### src/rtl/lcd_timing_gen_pkg.sv
// Shared encodings for the LCD timing generator: pattern modes, FSM states
// and the RGB565 colour-bar palette.
package lcd_timing_pkg;

  typedef enum logic [1:0] {
    MODE_BAR   = 2'd0,
    MODE_GRID  = 2'd1,
    MODE_SOLID = 2'd2,
    MODE_EXT   = 2'd3
  } mode_e;

  typedef enum logic {
    IDLE = 1'b0,
    RUN  = 1'b1
  } state_e;

  localparam logic [15:0] COL_WHITE   = 16'hFFFF;
  localparam logic [15:0] COL_YELLOW  = 16'hFFE0;
  localparam logic [15:0] COL_CYAN    = 16'h07FF;
  localparam logic [15:0] COL_GREEN   = 16'h07E0;
  localparam logic [15:0] COL_MAGENTA = 16'hF81F;
  localparam logic [15:0] COL_RED     = 16'hF800;
  localparam logic [15:0] COL_BLUE    = 16'h001F;
  localparam logic [15:0] COL_BLACK   = 16'h0000;

  function automatic logic [15:0] bar_color(input logic [2:0] idx);
    case (idx)
      3'd0:    return COL_WHITE;
      3'd1:    return COL_YELLOW;
      3'd2:    return COL_CYAN;
      3'd3:    return COL_GREEN;
      3'd4:    return COL_MAGENTA;
      3'd5:    return COL_RED;
      3'd6:    return COL_BLUE;
      default: return COL_BLACK;
    endcase
  endfunction

endpackage

### src/rtl/lcd_timing_gen_if.sv
// Control, pixel-request and panel-pin bundle of the LCD timing generator.
// master = generator side, slave = system/panel side.
interface lcd_timing_gen_if #(
  parameter int CNT_W = 11
);
  logic             Enable;
  logic [1:0]       Mode;
  logic [15:0]      SolidColor;
  logic             PixReq;
  logic [CNT_W-1:0] PixX;
  logic [CNT_W-1:0] PixY;
  logic [15:0]      PixData;
  logic             FrameStart;
  logic             LCD_DE;
  logic             LCD_HSYNC;
  logic             LCD_VSYNC;
  logic [4:0]       LCD_R;
  logic [5:0]       LCD_G;
  logic [4:0]       LCD_B;

  modport master (
    input  Enable, Mode, SolidColor, PixData,
    output PixReq, PixX, PixY, FrameStart,
    output LCD_DE, LCD_HSYNC, LCD_VSYNC, LCD_R, LCD_G, LCD_B
  );

  modport slave (
    output Enable, Mode, SolidColor, PixData,
    input  PixReq, PixX, PixY, FrameStart,
    input  LCD_DE, LCD_HSYNC, LCD_VSYNC, LCD_R, LCD_G, LCD_B
  );
endinterface

### src/rtl/lcd_timing_gen_pattern.sv
// Combinational RGB565 pattern select from active-area coordinates.
// Zero latency; no flow control (external data is taken as presented).
module lcd_pattern_gen
  import lcd_timing_pkg::*;
#(
  parameter int H_ACTIVE  = 480,
  parameter int V_ACTIVE  = 272,
  parameter int GRID_LOG2 = 4,
  parameter int CNT_W     = 11
) (
  input  mode_e            mode,
  input  logic [CNT_W-1:0] pix_x,
  input  logic [CNT_W-1:0] pix_y,
  input  logic [15:0]      solid_color,
  input  logic [15:0]      ext_data,
  output logic [15:0]      color
);

  localparam int BAR_W = H_ACTIVE / 8;

  logic [CNT_W-1:0] bar_idx;
  logic             grid_on;

  always_comb begin
    bar_idx = pix_x / CNT_W'(BAR_W);
    grid_on = (pix_x[GRID_LOG2-1:0] == '0) || (pix_y[GRID_LOG2-1:0] == '0) ||
              (pix_x == CNT_W'(H_ACTIVE - 1)) || (pix_y == CNT_W'(V_ACTIVE - 1));
    color   = COL_BLACK;
    case (mode)
      // Columns past the eighth bar (H_ACTIVE not a multiple of 8) stay black.
      MODE_BAR:   color = (bar_idx < CNT_W'(8)) ? bar_color(bar_idx[2:0]) : COL_BLACK;
      MODE_GRID:  color = grid_on ? COL_WHITE : COL_BLACK;
      MODE_SOLID: color = solid_color;
      MODE_EXT:   color = ext_data;
      default:    color = COL_BLACK;
    endcase
  end

endmodule

### src/rtl/lcd_timing_gen.sv
// RGB565 parallel-LCD timing master: counters, run FSM, sync/DE decode, output regs.
// Panel pins one cycle behind the counters; PixReq/PixX/PixY lead LCD_DE by one cycle.
module lcd_timing_gen
  import lcd_timing_pkg::*;
#(
  parameter int H_ACTIVE  = 480,
  parameter int H_FP      = 8,
  parameter int H_SYNC    = 4,
  parameter int H_BP      = 43,
  parameter int V_ACTIVE  = 272,
  parameter int V_FP      = 8,
  parameter int V_SYNC    = 4,
  parameter int V_BP      = 12,
  parameter bit HS_POL    = 1'b0,
  parameter bit VS_POL    = 1'b0,
  parameter int GRID_LOG2 = 4,
  parameter int CNT_W     = 11
) (
  input  logic               PixelClk,
  input  logic               RST,
  lcd_timing_gen_if.master   lcd
);

  localparam int H_TOTAL     = H_SYNC + H_BP + H_ACTIVE + H_FP;
  localparam int V_TOTAL     = V_SYNC + V_BP + V_ACTIVE + V_FP;
  localparam int H_ACT_START = H_SYNC + H_BP;
  localparam int H_ACT_END   = H_ACT_START + H_ACTIVE;
  localparam int V_ACT_START = V_SYNC + V_BP;
  localparam int V_ACT_END   = V_ACT_START + V_ACTIVE;

  state_e           state;
  state_e           state_nxt;
  mode_e            mode_q;
  logic [CNT_W-1:0] hcnt;
  logic [CNT_W-1:0] vcnt;
  logic             h_end;
  logic             frame_end;
  logic             run;
  logic             load_mode;

  logic             hsync_i;
  logic             vsync_i;
  logic             act_i;
  logic [15:0]      pix_col;

  logic             de_q;
  logic             fs_q;
  logic             hs_q;
  logic             vs_q;
  logic [15:0]      rgb_q;

  assign h_end     = (hcnt == CNT_W'(H_TOTAL - 1));
  assign frame_end = h_end && (vcnt == CNT_W'(V_TOTAL - 1));

  always_ff @(posedge PixelClk) begin
    if (RST) begin
      state <= IDLE;
    end else begin
      state <= state_nxt;
    end
  end

  always_comb begin
    state_nxt = state;
    case (state)
      IDLE:    if (lcd.Enable) state_nxt = RUN;
      RUN:     if (frame_end && !lcd.Enable) state_nxt = IDLE;
      default: state_nxt = IDLE;
    endcase
  end

  // Mode only changes on the edge that starts a frame.
  always_comb begin
    run       = 1'b0;
    load_mode = 1'b0;
    case (state)
      IDLE:    load_mode = lcd.Enable;
      RUN: begin
        run       = 1'b1;
        load_mode = frame_end && lcd.Enable;
      end
      default: ;
    endcase
  end

  always_ff @(posedge PixelClk) begin
    if (RST) begin
      hcnt   <= '0;
      vcnt   <= '0;
      mode_q <= MODE_BAR;
    end else begin
      if (load_mode) mode_q <= mode_e'(lcd.Mode);
      if (!run || frame_end) begin
        hcnt <= '0;
        vcnt <= '0;
      end else if (h_end) begin
        hcnt <= '0;
        vcnt <= vcnt + 1'b1;
      end else begin
        hcnt <= hcnt + 1'b1;
      end
    end
  end

  // Decode is gated by run so IDLE (counters parked at 0) shows inactive syncs.
  always_comb begin
    hsync_i = run && (hcnt < CNT_W'(H_SYNC));
    vsync_i = run && (vcnt < CNT_W'(V_SYNC));
    act_i   = run &&
              (hcnt >= CNT_W'(H_ACT_START)) && (hcnt < CNT_W'(H_ACT_END)) &&
              (vcnt >= CNT_W'(V_ACT_START)) && (vcnt < CNT_W'(V_ACT_END));
  end

  assign lcd.PixReq = act_i;
  assign lcd.PixX   = act_i ? (hcnt - CNT_W'(H_ACT_START)) : '0;
  assign lcd.PixY   = act_i ? (vcnt - CNT_W'(V_ACT_START)) : '0;

  lcd_pattern_gen #(
    .H_ACTIVE  (H_ACTIVE),
    .V_ACTIVE  (V_ACTIVE),
    .GRID_LOG2 (GRID_LOG2),
    .CNT_W     (CNT_W)
  ) u_pattern (
    .mode        (mode_q),
    .pix_x       (lcd.PixX),
    .pix_y       (lcd.PixY),
    .solid_color (lcd.SolidColor),
    .ext_data    (lcd.PixData),
    .color       (pix_col)
  );

  always_ff @(posedge PixelClk) begin
    if (RST) begin
      de_q  <= 1'b0;
      fs_q  <= 1'b0;
      hs_q  <= ~HS_POL;
      vs_q  <= ~VS_POL;
      rgb_q <= '0;
    end else begin
      de_q  <= act_i;
      fs_q  <= run && (hcnt == '0) && (vcnt == '0);
      hs_q  <= hsync_i ? HS_POL : ~HS_POL;
      vs_q  <= vsync_i ? VS_POL : ~VS_POL;
      rgb_q <= act_i ? pix_col : 16'h0000;
    end
  end

  assign lcd.LCD_DE     = de_q;
  assign lcd.FrameStart = fs_q;
  assign lcd.LCD_HSYNC  = hs_q;
  assign lcd.LCD_VSYNC  = vs_q;
  assign lcd.LCD_R      = rgb_q[15:11];
  assign lcd.LCD_G      = rgb_q[10:5];
  assign lcd.LCD_B      = rgb_q[4:0];

endmodule
### src/flat_wrapper.sv
// flat-port wrapper written by rule: the top's interface ports become plain ports
module lcd_timing_gen_flat import lcd_timing_pkg::*;
#(
  parameter int H_ACTIVE  = 480,
  parameter int H_FP      = 8,
  parameter int H_SYNC    = 4,
  parameter int H_BP      = 43,
  parameter int V_ACTIVE  = 272,
  parameter int V_FP      = 8,
  parameter int V_SYNC    = 4,
  parameter int V_BP      = 12,
  parameter bit HS_POL    = 1'b0,
  parameter bit VS_POL    = 1'b0,
  parameter int GRID_LOG2 = 4,
  parameter int CNT_W     = 11
)
  (PixelClk, RST, lcd_Enable, lcd_Mode, lcd_SolidColor, lcd_PixData, lcd_PixReq, lcd_PixX, lcd_PixY, lcd_FrameStart, lcd_LCD_DE, lcd_LCD_HSYNC, lcd_LCD_VSYNC, lcd_LCD_R, lcd_LCD_G, lcd_LCD_B);
  lcd_timing_gen_if #(.CNT_W(CNT_W)) lcd_i ();
  input  logic PixelClk;
  input  logic RST;
  input wire logic [$bits(lcd_i.Enable)-1:0] lcd_Enable;
  input wire logic [$bits(lcd_i.Mode)-1:0] lcd_Mode;
  input wire logic [$bits(lcd_i.SolidColor)-1:0] lcd_SolidColor;
  input wire logic [$bits(lcd_i.PixData)-1:0] lcd_PixData;
  output wire logic [$bits(lcd_i.PixReq)-1:0] lcd_PixReq;
  output wire logic [$bits(lcd_i.PixX)-1:0] lcd_PixX;
  output wire logic [$bits(lcd_i.PixY)-1:0] lcd_PixY;
  output wire logic [$bits(lcd_i.FrameStart)-1:0] lcd_FrameStart;
  output wire logic [$bits(lcd_i.LCD_DE)-1:0] lcd_LCD_DE;
  output wire logic [$bits(lcd_i.LCD_HSYNC)-1:0] lcd_LCD_HSYNC;
  output wire logic [$bits(lcd_i.LCD_VSYNC)-1:0] lcd_LCD_VSYNC;
  output wire logic [$bits(lcd_i.LCD_R)-1:0] lcd_LCD_R;
  output wire logic [$bits(lcd_i.LCD_G)-1:0] lcd_LCD_G;
  output wire logic [$bits(lcd_i.LCD_B)-1:0] lcd_LCD_B;
  assign lcd_i.Enable = lcd_Enable;
  assign lcd_i.Mode = lcd_Mode;
  assign lcd_i.SolidColor = lcd_SolidColor;
  assign lcd_i.PixData = lcd_PixData;
  assign lcd_PixReq = lcd_i.PixReq;
  assign lcd_PixX = lcd_i.PixX;
  assign lcd_PixY = lcd_i.PixY;
  assign lcd_FrameStart = lcd_i.FrameStart;
  assign lcd_LCD_DE = lcd_i.LCD_DE;
  assign lcd_LCD_HSYNC = lcd_i.LCD_HSYNC;
  assign lcd_LCD_VSYNC = lcd_i.LCD_VSYNC;
  assign lcd_LCD_R = lcd_i.LCD_R;
  assign lcd_LCD_G = lcd_i.LCD_G;
  assign lcd_LCD_B = lcd_i.LCD_B;
  lcd_timing_gen #(.H_ACTIVE(H_ACTIVE), .H_FP(H_FP), .H_SYNC(H_SYNC), .H_BP(H_BP), .V_ACTIVE(V_ACTIVE), .V_FP(V_FP), .V_SYNC(V_SYNC), .V_BP(V_BP), .HS_POL(HS_POL), .VS_POL(VS_POL), .GRID_LOG2(GRID_LOG2), .CNT_W(CNT_W)) u_core (.PixelClk(PixelClk), .RST(RST), .lcd(lcd_i));
endmodule
### config.mk
export PLATFORM = sky130hd
export DESIGN_NAME = lcd_timing_gen_flat
export DESIGN_NICKNAME = d
export VERILOG_FILES = /design/src/rtl/lcd_timing_gen_pkg.sv /design/src/rtl/lcd_timing_gen_if.sv /design/src/rtl/lcd_timing_gen_pattern.sv /design/src/rtl/lcd_timing_gen.sv /design/src/flat_wrapper.sv
export SDC_FILE = /design/constraint.sdc
export NUM_CORES = 1
export LEC_CHECK = 0
export BUFFER_PORTS_ARGS = -buffer_cell sky130_fd_sc_hd__buf_2
export CORE_UTILIZATION = 55
export DETAILED_ROUTE_END_ITERATION = 12
export MAX_ROUTING_LAYER = met4
export PLACE_DENSITY = 0.89
export SLEW_MARGIN = 30
export SYNTH_ARGS = -nofsm -noshare
export SYNTH_HDL_FRONTEND = slang
export SYNTH_SLANG_ARGS = --single-unit
export TNS_END_PERCENT = 1
### constraint.sdc
create_clock -name PixelClk -period 8.2 [get_ports PixelClk]
set_clock_uncertainty 0.05 [all_clocks]
set_input_delay 1.23 -clock PixelClk [delete_from_list [all_inputs] [get_ports PixelClk]]
set_output_delay 1.23 -clock PixelClk [all_outputs]
set_load 0.05 [all_outputs]
== Word level (Yosys, flattened, before mapping) ==
Index checks and enable logic that the tools add are counted.
Storage, ports and cells
  register bits: 45
Cells by class
  add/subtract/negate cells: 4
  divide/modulo/power cells: 1
  order comparisons: 7
  equal/unequal tests: 13
  mux-type cells: 13
  bitwise operators: 2
  reduce and logical (&&, ||, !) cells: 26
Operators with widths (count)
  case mux 16 bit (7 select lines): 1
  case mux 16 bit (4 select lines): 1
  equality test 11 x 9 -> 1 bit, second input constant: 3
  2-to-1 mux 16 bit: 2
  adder 11 x 1 -> 11 bit, second input constant: 2
  zero test 11 bit: 2
  < comparator 11 x 3 -> 1 bit, second input constant: 2
  2-to-1 mux 11 bit: 2
  divider 11 x 6 -> 11 bit, second input constant: 1
  equality test 11 x 10 -> 1 bit, second input constant: 1
  greater-or-equal comparator 11 x 5 -> 1 bit, second input constant: 1
  greater-or-equal comparator 11 x 6 -> 1 bit, second input constant: 1
  logical AND 1 bit: 11
  < comparator 11 x 10 -> 1 bit, second input constant: 1
  < comparator 11 x 4 -> 1 bit, second input constant: 1
  < comparator 11 x 9 -> 1 bit, second input constant: 1
  subtractor 11 x 5 -> 11 bit, second input constant: 1
  subtractor 11 x 6 -> 11 bit, second input constant: 1
  equality test 3 bit, second input constant: 3
  zero test 4 bit: 2
  equality test 3 x 2 -> 1 bit, second input constant: 2
  2-to-1 mux 1 bit: 5
  equality test 2 bit, second input constant: 2
  logical OR 1 bit: 4
  9 further kinds: 13

== Logic depth before layout (Yosys ltp) ==
  word-level depth: 12
  gate-level depth with buffers: 11
  depth with buffers taken out: 11

== Modules after synthesis ==
From an unflattened synthesis, not the netlist that was laid out.
Unflattened totals
  cell total of the unflattened synthesis: 406
  area total of the unflattened synthesis: 3350.7 µm²
Modules (own cells, without submodules)
  lcd_timing_gen: times used 1, cells an instance 283, area each 2461.1 µm², seq. area each 900.9 µm²
  lcd_pattern_gen: times used 1, cells an instance 123, area each 889.6 µm², seq. area each 0.0 µm²

== Worst setup path before layout ==
OpenSTA, ideal clock, no wires.
  kind: reg-to-output
  start: register u_core.hcnt[9]
  end: output lcd_PixX[8]
  data arrival time: 2.467 ns
  required time: 6.920 ns
  slack: 4.453 ns
  stages on the path, launching flop included: 9
  path through: dfxtp_1 > buf_2 > or4_1 > a2111o_1 > nand4bb_1 > buf_2 > buf_1 > clkbuf_1 > nor2_1
Between the ends
  cells in the longest elaborated chain, start to end: 6
RTL lines
  start: declaration: line lcd_timing_gen.sv:34  | logic [CNT_W-1:0] hcnt;
  start signal: assignment: line lcd_timing_gen.sv:100  | hcnt <= hcnt + 1'b1;
  greater-or-equal comparator 11 x 6 -> 1 bit: line lcd_timing_gen.sv:110  | (hcnt >= CNT_W'(H_ACT_START)) && (hcnt < CNT_W'(H_ACT_END)) &&
  logical AND 1 bit: line lcd_timing_gen.sv:109  | act_i = run &&
  logical AND 1 bit * (2 in series): line lcd_timing_gen.sv:110
  logical AND 1 bit *: line lcd_timing_gen.sv:111  | (vcnt >= CNT_W'(V_ACT_START)) && (vcnt < CNT_W'(V_ACT_END));
  2-to-1 mux 11 bit *: line lcd_timing_gen.sv:115  | assign lcd.PixX = act_i ? (hcnt - CNT_W'(H_ACT_START)) : '0;
  end: declaration: line flat_wrapper.sv:26  | output wire logic [$bits(lcd_i.PixX)-1:0] lcd_PixX;
Every way passes the cells marked *; elsewhere a longest branch is shown, timed or not.

== Worst setup path in the final report ==
  start: register u_core.hcnt[9]
  end: output lcd_PixReq
Between the ends
  cells in the longest elaborated chain, start to end: 5
RTL lines
  greater-or-equal comparator 11 x 6 -> 1 bit: line lcd_timing_gen.sv:110
  logical AND 1 bit: line lcd_timing_gen.sv:109
  logical AND 1 bit * (2 in series): line lcd_timing_gen.sv:110
  logical AND 1 bit *: line lcd_timing_gen.sv:111
  end: declaration: line flat_wrapper.sv:25  | output wire logic [$bits(lcd_i.PixReq)-1:0] lcd_PixReq;
Marked as above.

==> metrics.md <==
| Metric | Value |
|---|---|
| Area growth from synthesis to layout | 17.03% |
| Max-slew violation count | 0 |
| Initial antenna violation count | 0 |
| Clk buf depth | 2 |
| H-tree Lvls | 2 |
| Startpoint types | register |
| Clk pin slew, worst setup/hold paths | 90 ps |
| Antenna viol nets, final | 0 |
| Top Metal Used | met4 |
| Vias/cell | 5.559 |
| Synth Net Count | 405 |
| Core ar. | approximately 0.005 mm² |
| Die Area | 0.005573 mm² |
| Remaining DRCs | 0 |
| CTS tree | done |
| Simple-gate share of the synthesized area | 24.14% |
| DRT Wirelength | 7116 µm |
| Vias in the first global route | 2422 |
| Port Buffers | between 70 and 80 |
| Layout cell share with drive strength beyond 1 | 29.01% |
| Largest net degree at the start of global routing | 25 |
| 1st-iter DRT viols | 160 |
| Total congestion overflow | 0 |
| Post-synth cell types | 56 |
| Synth top area share | a little under a third |
| Routed met3 length | ~280 µm |
| Overall Global Routing Usage | 26.21% |
| CP Data Arrival Time | 2710 ps |
| Post-Syn Area per Cell | approximately 8.1 µm² |
| Post-DR wirelength/cell | 14.40 µm |
| TritonRoute pass-1 iters | 4 |
| Sequential area share after synthesis | 31.03% |
| Hpwl dp | about 5300 µm |
| Setup ws final | around 4200 ps |
| Critical Path End Type | output port |
| LEAKAGE | 1.486 nW |
| Period minus WS final | 3985 ps |
| IR drop worst, VDD | just over 0.00009 V |
| Syn Inst Count | 358 |
| Power Dens Cells | 120.5 mW/mm² |
| Worst slew margin | 37.41% |
| Mux contribution to synthesized area | 7.974% |
| Setup CP Type | register to output port |
| Final Setup Violations | 0 |
| Worst-Margin Slew | 931.0 ps |
| CTS Buf Count | 5 |
| Area leader, netlist | dfxtp_1 |
| Worst min-delay path category | register to register |
| Die span in x | 74.65 µm |
| Clock sink count | 45 |
| Post_cts resized | 0 |
| F_max | 0.2509 GHz |
| Die Y | 74.65 µm |
| CTS Hold Bufs | 0 |
| I/O pin total | 80 |
| Clk_lat worst skew | 300 ps |
| Antenna fix cells | 0 |
| Most frequent cells after synthesis | nor2_1 (62), dfxtp_1 (45), xnor2_1 (25), a21oi_1 (23), nand2_1 (22) |
| Largest family of logic cells by synthesized area | simple AND/OR/NAND/NOR gates |
| Clk root buf | clkbuf_8 |
| Setup_tns | 0 ps |
| WL met2 | 3588 µm |
| Final-report hold violation count | 0 |
| Synth async-reset ratio | 0% |
| Status | complete, no violations |
| Site Rows | 26 |
| Synth Register Bits | 45 |
| Post CTS Setup Buffer Count | 0 |
| Syn. warnings | 0 |
| Top-count cell post-synth | nor2_1 |
| Gp weighted congestion | 0.9371 |
| Main synth FF type | dfxtp_1 |
| Synthesized-area fraction occupied by adder cells | between 4 and 5% |
| Worst-path maximum fanout | 24 |
| Post-synthesis instance area | 0.002903 mm² |
| RSZ-0062 raised after global routing | no |
| Dpl ws | 4596 ps |
| Synth Area in Compound Gates | 15.99% |
| Nets | 470 |
| Synth Area in XOR/XNOR | between 10% and 20% |
| Vias post-DR | 2746 |
| WP data required | 6920 ps |
| Initial core utilization | a little under three fifths |
| Met1 wire length | between 3000 and 4000 µm |
| Max Cap Viol | 0 |
| Tcrit/Tclk final | 48.60% |
| Post-synth EDFFs | 0 |
| Synth top area cells | dfxtp_1 (31%), nor2_1 (8.0%), xnor2_1 (7.5%) |
| First-pass GRT wire length | 10880 µm |
==> through the flow <==
step,total power [mW],hold WS (ps),instances,cell area (µm²),utilization (%)
floorplan,0.2560,423.4,358,2903,-
global placement,0.2695,444.5,486,3303,64.67
detailed placement,0.2710,456.2,486,3303,64.67
CTS,0.4133,478.9,494,3397,66.51
global route,0.4249,522.6,494,3397,66.51
finish,0.4094,473.5,494,3397,66.51
==> flip-flops by register name, summed over array words and instances, names as in the netlist <==
name and flops:
u_core.hcnt 11, u_core.lcd.FrameStart 1, u_core.lcd.LCD_DE 1, u_core.lcd.LCD_HSYNC 1, u_core.lcd.LCD_VSYNC 1, u_core.mode_q 2
u_core.rgb_q 16, u_core.state 1, u_core.vcnt 11
==> metal layers <==
| metal | global-route usage [%] | up-vias |
|---|---|---|
| li1 | - | 1374 |
| met1 | 33.31 | 1270 |
| met2 | 41.74 | 89 |
| met3 | 4.418 | 13 |
| met4 | 9.853 | 0 |
| met5 | - | - |
==> final cells by class <==
| cell class | count | area, µm² |
|---|---|---|
| sequential | 45 | 900.9 |
| clock inverter | 3 | 25.02 |
| timing repair buffer | 80 | 402.9 |
| tap | 70 | 87.58 |
| fill | 429 | 1710 |
| multi-input combinational | 274 | 1847 |
| clock buffer | 5 | 68.82 |
| inverter | 17 | 65.06 |
==> kinds of logic after synthesis <==
| kind of cell | after synthesis |
|---|---|
| xor gates and xnor gates | 36 |
| AOI/OAI and AO/OA | 63 |
| muxes | 21 |
| and+or+nand+nor | 143 |
| adders and majority gates | 11 |
| buffers and inverters | 39 |
| DFF | 45 |
==> critical path, cell delays in order (launching register included) <==
cell and delay [ps]:
dfxtp_1 450, or4_1 620, a2111o_1 320, nand4bb_1 250, buf_4 340, clkinv_2 170
buf_2 250
==> final timing paths <==
check,from,to,slack [ps],depth (start not counted)
hold / removal,u_core.hcnt[0],u_core.hcnt[0],470,1
setup reg to reg,u_core.hcnt[6],u_core.rgb_q[4],4550,11
hold reg to reg,u_core.hcnt[0],u_core.hcnt[0],470,1
setup / recovery,u_core.hcnt[9],lcd_PixReq,4210,6
==> report_power, final <==
part | leakage (nW) | internal (mW) | switching (mW)
combinational | 1.08 | 0.0192 | 0.0211
clock | 0.0447 | 0.0615 | 0.0815
sequential | 0.364 | 0.221 | 0.00506
total | 1.49 | 0.302 | 0.108
==> cell usage in the layout, fill, tap and decap left out, types with 5 or more instances in the layout <==
cell,synthesis,layout
and3_1,5,5
nand3_1,6,6
nor2_1,62,62
ha_1,10,10
nor4_1,6,6
a21oi_1,23,23
a21oi_2,6,6
nand4_1,7,7
nand2_1,22,22
buf_2,6,79
xnor2_1,25,25
clkbuf_8,0,5
dfxtp_1,45,45
inv_1,16,16
xor2_1,11,11
mux2_2,17,17
nor3_1,9,9
Power figures use the tool's default switching activity.
